<file path="config.mk">
export PLATFORM = sky130hd
export DESIGN_NAME = inst_fetch_sequencer
export DESIGN_NICKNAME = d
export VERILOG_FILES = /design/src/rtl/inst_fetch_sequencer.sv
export SDC_FILE = /design/constraint.sdc
export NUM_CORES = 1
export LEC_CHECK = 0
export CORE_MARGIN = 2
export CORE_UTILIZATION = 43
export CTS_BUF_LIST = sky130_fd_sc_hd__clkbuf_16
export DETAILED_ROUTE_END_ITERATION = 7
export PLACE_DENSITY = 0.75
export SETUP_SLACK_MARGIN = 0.02
export SLEW_MARGIN = 15
export SYNTH_ARGS = -nofsm -noshare
export SYNTH_HDL_FRONTEND = slang
export SYNTH_SLANG_ARGS = --single-unit
</file>
<file path="constraint.sdc">
create_clock -name clk -period 1.6 [get_ports clk]
set_input_delay 0.24 -clock clk [delete_from_list [all_inputs] [get_ports clk]]
set_output_delay 0.24 -clock clk [all_outputs]
set_load 0.01 [all_outputs]
</file>
<file path="src/rtl/inst_fetch_sequencer.sv">
// Purpose : sequences one instruction fetch (PC->addr, mem read, ldINST, PC++) and decodes the fetched byte.
// Latency : 6 cycles ADDR..DECODE with mem_ack high and STROBE_W=1; each strobe state adds STROBE_W-1.
// Backpr. : READ stalls indefinitely on mem_ack low; EXEC stalls until exec_done; HALT is left only by reset.
//
// Ports:
//   clk, reset_n         clock, async active-low reset
//   run                  level, fetching allowed while high
//   data, mem_ack        memory data bus and its ready flag (mem_ack sampled in READ only)
//   exec_done            pulse from execute sequencer (seen in EXEC only)
//   sel_pc, mem_rd, ld_inst, ld_inc, sel_inc, ld_pc   registered control strobes
//   inst, inst_class, dec_valid, halted               shadow instruction, decoded class, status
module inst_fetch_sequencer #(
    parameter int N        = 8,   // decode uses inst[7:0]; intended for N == 8
    parameter int STROBE_W = 1    // 1..4 cycles per load strobe
) (
    input  logic         clk,
    input  logic         reset_n,
    input  logic         run,
    input  logic [N-1:0] data,
    input  logic         mem_ack,
    input  logic         exec_done,
    output logic         sel_pc,
    output logic         mem_rd,
    output logic         ld_inst,
    output logic         ld_inc,
    output logic         sel_inc,
    output logic         ld_pc,
    output logic [N-1:0] inst,
    output logic [2:0]   inst_class,
    output logic         dec_valid,
    output logic         halted
);

    typedef enum logic [3:0] {
        S_IDLE, S_ADDR, S_READ, S_LOAD, S_INC, S_WBPC, S_DECODE, S_EXEC, S_HALT
    } state_t;

    localparam logic [1:0] CNT_LAST = 2'(STROBE_W - 1);
    localparam logic [7:0] OP_HALT  = 8'hAE;

    state_t     state, state_nxt;
    logic [1:0] cnt;
    logic       strobe_last;

    logic sel_pc_d, mem_rd_d, ld_inst_d, ld_inc_d, sel_inc_d, ld_pc_d, dec_valid_d, halted_d;

    // Priority decode: the HALT opcode sits inside the MOV16 pattern, so it is tested first.
    function automatic logic [2:0] decode(input logic [7:0] b);
        logic [2:0] c;
        if (b == OP_HALT) begin
            c = 3'd7;
        end else begin
            casez (b)
                8'b00??????: c = 3'd0;
                8'b01??????: c = 3'd1;
                8'b1000????: c = 3'd2;
                8'b1001????: c = 3'd3;
                8'b1010????: c = 3'd4;
                8'b11??????: c = 3'd5;
                default:     c = 3'd6;
            endcase
        end
        return c;
    endfunction

    assign strobe_last = (cnt == CNT_LAST);

    // Next state, plus the outputs of the state being entered. Registering these
    // gives Moore outputs that are aligned with the state and cannot glitch.
    always_comb begin
        state_nxt = state;
        case (state)
            S_IDLE:   if (run) state_nxt = S_ADDR;
            S_ADDR:   state_nxt = S_READ;
            S_READ:   if (mem_ack) state_nxt = S_LOAD;
            S_LOAD:   if (strobe_last) state_nxt = S_INC;
            S_INC:    if (strobe_last) state_nxt = S_WBPC;
            S_WBPC:   if (strobe_last) state_nxt = S_DECODE;
            S_DECODE: state_nxt = (inst[7:0] == OP_HALT) ? S_HALT : S_EXEC;
            S_EXEC:   if (exec_done) state_nxt = run ? S_ADDR : S_IDLE;
            S_HALT:   state_nxt = S_HALT;
            default:  state_nxt = S_IDLE;
        endcase

        sel_pc_d    = 1'b0;
        mem_rd_d    = 1'b0;
        ld_inst_d   = 1'b0;
        ld_inc_d    = 1'b0;
        sel_inc_d   = 1'b0;
        ld_pc_d     = 1'b0;
        dec_valid_d = 1'b0;
        halted_d    = 1'b0;
        case (state_nxt)
            S_ADDR:   sel_pc_d = 1'b1;
            S_READ:   begin sel_pc_d = 1'b1; mem_rd_d = 1'b1; end
            S_LOAD:   begin sel_pc_d = 1'b1; mem_rd_d = 1'b1; ld_inst_d = 1'b1; end
            S_INC:    begin sel_pc_d = 1'b1; ld_inc_d = 1'b1; end
            S_WBPC:   begin sel_inc_d = 1'b1; ld_pc_d = 1'b1; end
            S_DECODE: dec_valid_d = 1'b1;
            S_HALT:   halted_d = 1'b1;
            default:  ;
        endcase
    end

    always_ff @(posedge clk or negedge reset_n) begin
        if (!reset_n) begin
            state      <= S_IDLE;
            cnt        <= 2'd0;
            sel_pc     <= 1'b0;
            mem_rd     <= 1'b0;
            ld_inst    <= 1'b0;
            ld_inc     <= 1'b0;
            sel_inc    <= 1'b0;
            ld_pc      <= 1'b0;
            dec_valid  <= 1'b0;
            halted     <= 1'b0;
            inst       <= '0;
            inst_class <= 3'd0;
        end else begin
            state     <= state_nxt;
            sel_pc    <= sel_pc_d;
            mem_rd    <= mem_rd_d;
            ld_inst   <= ld_inst_d;
            ld_inc    <= ld_inc_d;
            sel_inc   <= sel_inc_d;
            ld_pc     <= ld_pc_d;
            dec_valid <= dec_valid_d;
            halted    <= halted_d;

            // Shared strobe counter: restarts on any state change, saturates otherwise
            // so long waits in READ/EXEC cannot wrap it.
            if (state_nxt != state)
                cnt <= 2'd0;
            else if (!strobe_last)
                cnt <= cnt + 2'd1;

            // Capture at the end of the first LOAD cycle, alongside the IR's ldINST.
            if (state == S_LOAD && cnt == 2'd0)
                inst <= data;

            if (state_nxt == S_DECODE && state != S_DECODE)
                inst_class <= decode(inst[7:0]);
        end
    end

endmodule

</file>
=== Word-level counts from Yosys, hierarchy flattened ===
Cells that the tools add are included.

* Register bits after elaboration: 24
* Memories kept: 0
* RAM bits: 0
* Bits in latches: 0
* Memory bits (read-only): 0
* Bits of input ports: 13

* Divide/modulo/power cells: 0
* $mul: 0
* $lt $le $gt $ge: 0
* $add $sub $neg: 1
* Mux-type cells: 20
* Eq/ne operators: 24
* Bitwise logic cells: 0
* Reduce and logical (&&, ||, !) cells: 7
* Shifts and indexed selects: 0

{| class="wikitable"
|+ Operators by type and width
! kind !! count
|-
| one-hot mux 4 bit (9 select lines) || 1
|-
| == test 4 x 3 -> 1 bit, second input constant || 7
|-
| 2-to-1 mux 4 bit || 7
|-
| == test 4 bit, second input constant || 5
|-
| one-hot mux 3 bit (6 select lines) || 1
|-
| == test 4 x 2 -> 1 bit, second input constant || 4
|-
| == test 4 x 1 -> 1 bit, second input constant || 2
|-
| == test 8 bit, second input constant || 1
|-
| 2-to-1 mux 1 bit || 8
|-
| logical NOT 2 bit || 2
|-
| logical NOT 4 bit || 1
|-
| 2-to-1 mux 2 bit || 2
|-
| != test 4 x 3 -> 1 bit, second input constant || 1
|-
| != test 4 bit || 1
|-
| OR reduction 4 bit || 1
|-
| 2-to-1 mux 3 bit || 1
|-
| adder 2 x 1 -> 2 bit, second input constant || 1
|-
| == test 2 x 1 -> 1 bit, second input constant || 1
|-
| == test 2 bit, second input constant || 1
|-
| logical AND 1 bit || 2
|-
| != test 2 x 1 -> 1 bit, second input constant || 1
|-
| OR reduction 2 bit || 1
|}

=== Longest topological paths before layout ===
* Depth after elaboration: 6
* Depth in mapped cells: 8

=== Worst setup path before layout ===
Ideal clock, no wire load.

* Path type: flip-flop to flip-flop
* Start point: reg cnt[0]
* End point: reg sel_pc
* Setup slack: -0.125 ns
* Setup time: 0.078 ns
* Arrival: 1.647 ns
* Stages on the path, launching flop included: 9
* Clock period less this slack: 1.725 ns
* Buffers on the path: 1
* Required time: 1.522 ns
* Cells stage by stage: dfrtp_1 > inv_1 > ha_1 > buf_6 > xor2_1 > a21oi_1 > nor3_1 > or4_1 > a21boi_1

* Cells in the longest elaborated chain, start to end: 6
* Elaborated cells between the ends (all ways): 11
* Classes of those cells: eq/ne: 4; mux: 5; reduce/logical: 2

{| class="wikitable"
|+ Ends and longest elaborated chain
! item !! line !! source
|-
| from (decl) || 42 || <nowiki>logic [1:0] cnt;</nowiki>
|-
| from (signal assigned) || 135 || <nowiki>cnt <= cnt + 2'd1;</nowiki>
|-
| logical NOT 2 bit * || 66 || <nowiki>assign strobe_last = (cnt == CNT_LAST);</nowiki>
|-
| 2-to-1 mux 4 bit, on equally long branches || 78, 76, 77 ||
|-
| one-hot mux 4 bit (9 select lines) * || 72 || <nowiki>case (state)</nowiki>
|-
| == test 4 x 3 -> 1 bit, or another cell as far along || 93 || <nowiki>case (state_nxt)</nowiki>
|-
| OR reduction 4 bit (no source line) * || n/a ||
|-
| 2-to-1 mux 1 bit * || 93 ||
|-
| net sel_pc_d || 45 || <nowiki>logic sel_pc_d, mem_rd_d, ld_inst_d, ld_inc_d, sel_inc_d, ld_pc_d, dec_valid_d, halted_d;</nowiki>
|-
| to (signal assigned) || 121 || <nowiki>sel_pc <= sel_pc_d;</nowiki>
|-
| to (decl) || 22 || <nowiki>output logic sel_pc,</nowiki>
|}

Mark *: on every way through the listed nets, which the timed path passes. The rest lies on a longest branch.
A chain may end at the register's enable or synchronous reset.

=== Worst setup path in the final report ===
* Start point: reg cnt[1]
* End point: reg sel_pc

The elaborated chain is that of the path after synthesis.

==> results.tsv <==
metric	value	unit
crit_arrival	1.90	ns
dpl.hpwl	1973	um
yosysTopAreaCell	dfrtp_1	
grt_usage	0.1823	
vias	1066	
worst-path-buf-inv	1	
antenna_left	0	
critPathLaunchType	flop	
synth_seq_area_share	0.4858	
synth.distinct_cells	39	
cp-end-kind	flop	
p_leak	0.8418	nW
dieArea	0.003319	mm2
crit_required	1.78	ns
cts_max_level	1	
synth_cells	115	
drt-met1-wl	1151	um
crit_path_end	sel_pc	
hp-class	in -> async	
synth_compound_area_frac	0.1134	
routed_wl	2808	um
ff2ff_path_depth	7	
worst-path-stages	7	
num_rows	19	
syn_avg_cell_area	10.75	um2
io_pins	32	
async_reset_ff_frac	1.000	
p_per_area	1905	mW/mm2
slew_headroom	0.7797	
antenna_found_initial	0	
finalMaxSlewViolations	0	
skew	0.004007	ns
critPathLaunch	cnt[1]	
antennaDiodeCount	0	
multi_input_area	625.6	um2
r2r-end	sel_pc	
period_share	1.073	
port_buffers	31	
yosys.area_share.adder	0.01012	
synthTopCellsByArea	dfrtp_1 (49%), mux2_2 (8.2%), a21oi_1 (3.2%), buf_6 (2.7%), nand2b_1 (2.5%)	
path_cells	inv_2 > ha_4 > xor2_1 > a21oi_2 > nor3_4 > or4_4 > a21boi_1	
via_per_inst	5.200	
synth_simple_gate_area_share	0.2095	
max_stage_delay	0.48	ns
min_period	1.717	ns
status	complete, but fails checks	
gr-total-overflow	0	
critPathTopFamily	simple AND/OR/NAND/NOR gates	
wl_met2	1486	um
reg2reg_from	cnt[1]	
drv_cap	0	
synth.most_common_cell	dfrtp_1	
drive_gt1_frac	0.3563	
synthXorXnorAreaFrac	0.01417	
cp_max_fo	6	
firstDrtPassIters	4	
yosysTopAreaCellShare	0.4858	
clockRootBuffer	clkbuf_16	
wire_per_inst	13.70	um
cts-buffers-inserted	3	
place_congestion	0.9306	
fmax	582.3	MHz
critical_path.slowest_cell	or4_4	
drc	0	
insertion_delay	0.25	ns
seq_area	600.6	um2
power.total	0.003668	W
r2r_slack	-0.12	ns
wl_met3	153	um
cts.clk_slew.worst_paths	0.06	ns
worst-setup-path-type	reg -> reg	
numClockSinks	24	
areaGrowthSynthToFinish	55.77	%
irDropWorstVdd	1.380	mV
hold_viol	0	
ys_ff_latch	24	
die_y	57.62	um
fillers	203	
cts_max_path_buffers	2	
syn_nets	129	
start_util	0.4522	
final_nets	189	
yosys-top-cells-count	dfrtp_1 (24), mux2_2 (9), a21oi_1 (8), nand2_1 (8), inv_1 (7)	
finalWorstSetupSlack	-0.1174	ns
core	0.002734	mm2
rsz0062_at_grt	yes	
setup_violations	13	
violations	setup timing	
grt_pass1_wl	4767	um
tightest_slew	0.3296	ns
synthMuxAreaShare	0.09818	
setup_tns	-0.5440	ns
grt_pass1_vias	1132	
drt_iter0_markers	20	
yosysWarnings	0	
grt_max_degree	25	
top_layer	met4	
synth_area	0.001236	mm2
synth_edf_count	0	
die_w	57.62	um
synth_top_flop_cell	dfrtp_1	
cts_tree	yes	
synth_top_family_by_area	simple AND/OR/NAND/NOR gates	
report_power, final:
part | leakage [nW] | switching (W) | internal (W)
Sequential | 0.303 | 0.000158 | 0.000848
Clock | 0.0385 | 0.000199 | 0.000333
Combinational | 0.500 | 0.000926 | 0.00120
Total | 0.842 | 0.00128 | 0.00238
logic make-up (layout without fill, tap and decap cells):
logic type | after synthesis | in the layout
buffers and inverters | 14 | 73
DFF | 24 | 24
adders and majority gates | 1 | 1
AOI/OAI and AO/OA | 22 | 22
xor gates and xnor gates | 2 | 2
muxes | 11 | 11
and+or+nand+nor | 41 | 41
sequential cells by signal, summed over array words and instances, names as in the netlist, 2 cells and up:
signal	count
inst	8
state	4
inst_class	3
cnt	2
stage by stage:
| step | std cells | area (um2) | hold WS [ns] | worst slack (ns) | util |
|---|---|---|---|---|---|
| after floorplan | 115 | 1256 | -0.05559 | -0.1201 | - |
| after global placement | 193 | 1732 | 0.5109 | -0.1483 | 0.6334 |
| after detailed placement | 193 | 1732 | 0.5193 | -0.2338 | 0.6334 |
| after CTS | 199 | 1846 | 0.3588 | -0.1330 | 0.6751 |
| after global routing | 205 | 1926 | 0.3759 | -0.1959 | 0.7043 |
| final | 205 | 1926 | 0.3451 | -0.1174 | 0.7043 |
layout by cell type, fill, tap and decap left out, types with 2 or more instances in the layout:
master           count
nand3_1              2
mux2i_1              2
inv_1                5
dfrtp_1             24
nor2b_1              3
nand4b_1             2
clkbuf_16            3
nand2b_1             5
nand2_1              8
a21oi_2              3
a21oi_1              5
mux2_2               9
nor3b_1              2
o31ai_1              2
buf_4               30
inv_2                2
or2_2                2
clkdlybuf4s50_1     31
nor2_1               4
nand4_1              2
o21ai_0              4
metal layers:
layer / global-route usage / vias up
met5: 0 / -
met4: 0.04983 / 0
met3: 0.03125 / 2
met2: 0.3214 / 38
met1: 0.2310 / 507
li1: - / 519
area by class of cell:
class	count	share of cell area
Multi-Input combinational cell	77	0.3249
Sequential cell	24	0.3119
Timing Repair Buffer	62	0.2885
Clock buffer	3	0.03899
Tap cell	31	0.02014
Inverter	7	0.01365
Clock inverter	1	0.001949
worst min path at each step:
stage / endpoint / startpoint / cells after the start
final: ld_inst / reset_n / 2
after global routing: sel_pc / reset_n / 2
after CTS: ld_inst / reset_n / 2
after detailed placement: inst_class[0] / inst_class[0] / 2
after global placement: inst_class[2] / inst_class[2] / 2
after floorplan: cnt[0] / reset_n / 0
repair_timing:
action | CTS | global route
hold buffers | 0 | 0
endpoints found under the setup margin | 18 | 18
buffers inserted | 2 | 6
gates resized for setup | 3 | 10
pin swaps | 2 | 2
No activity file was read; power rests on OpenSTA's default activity.
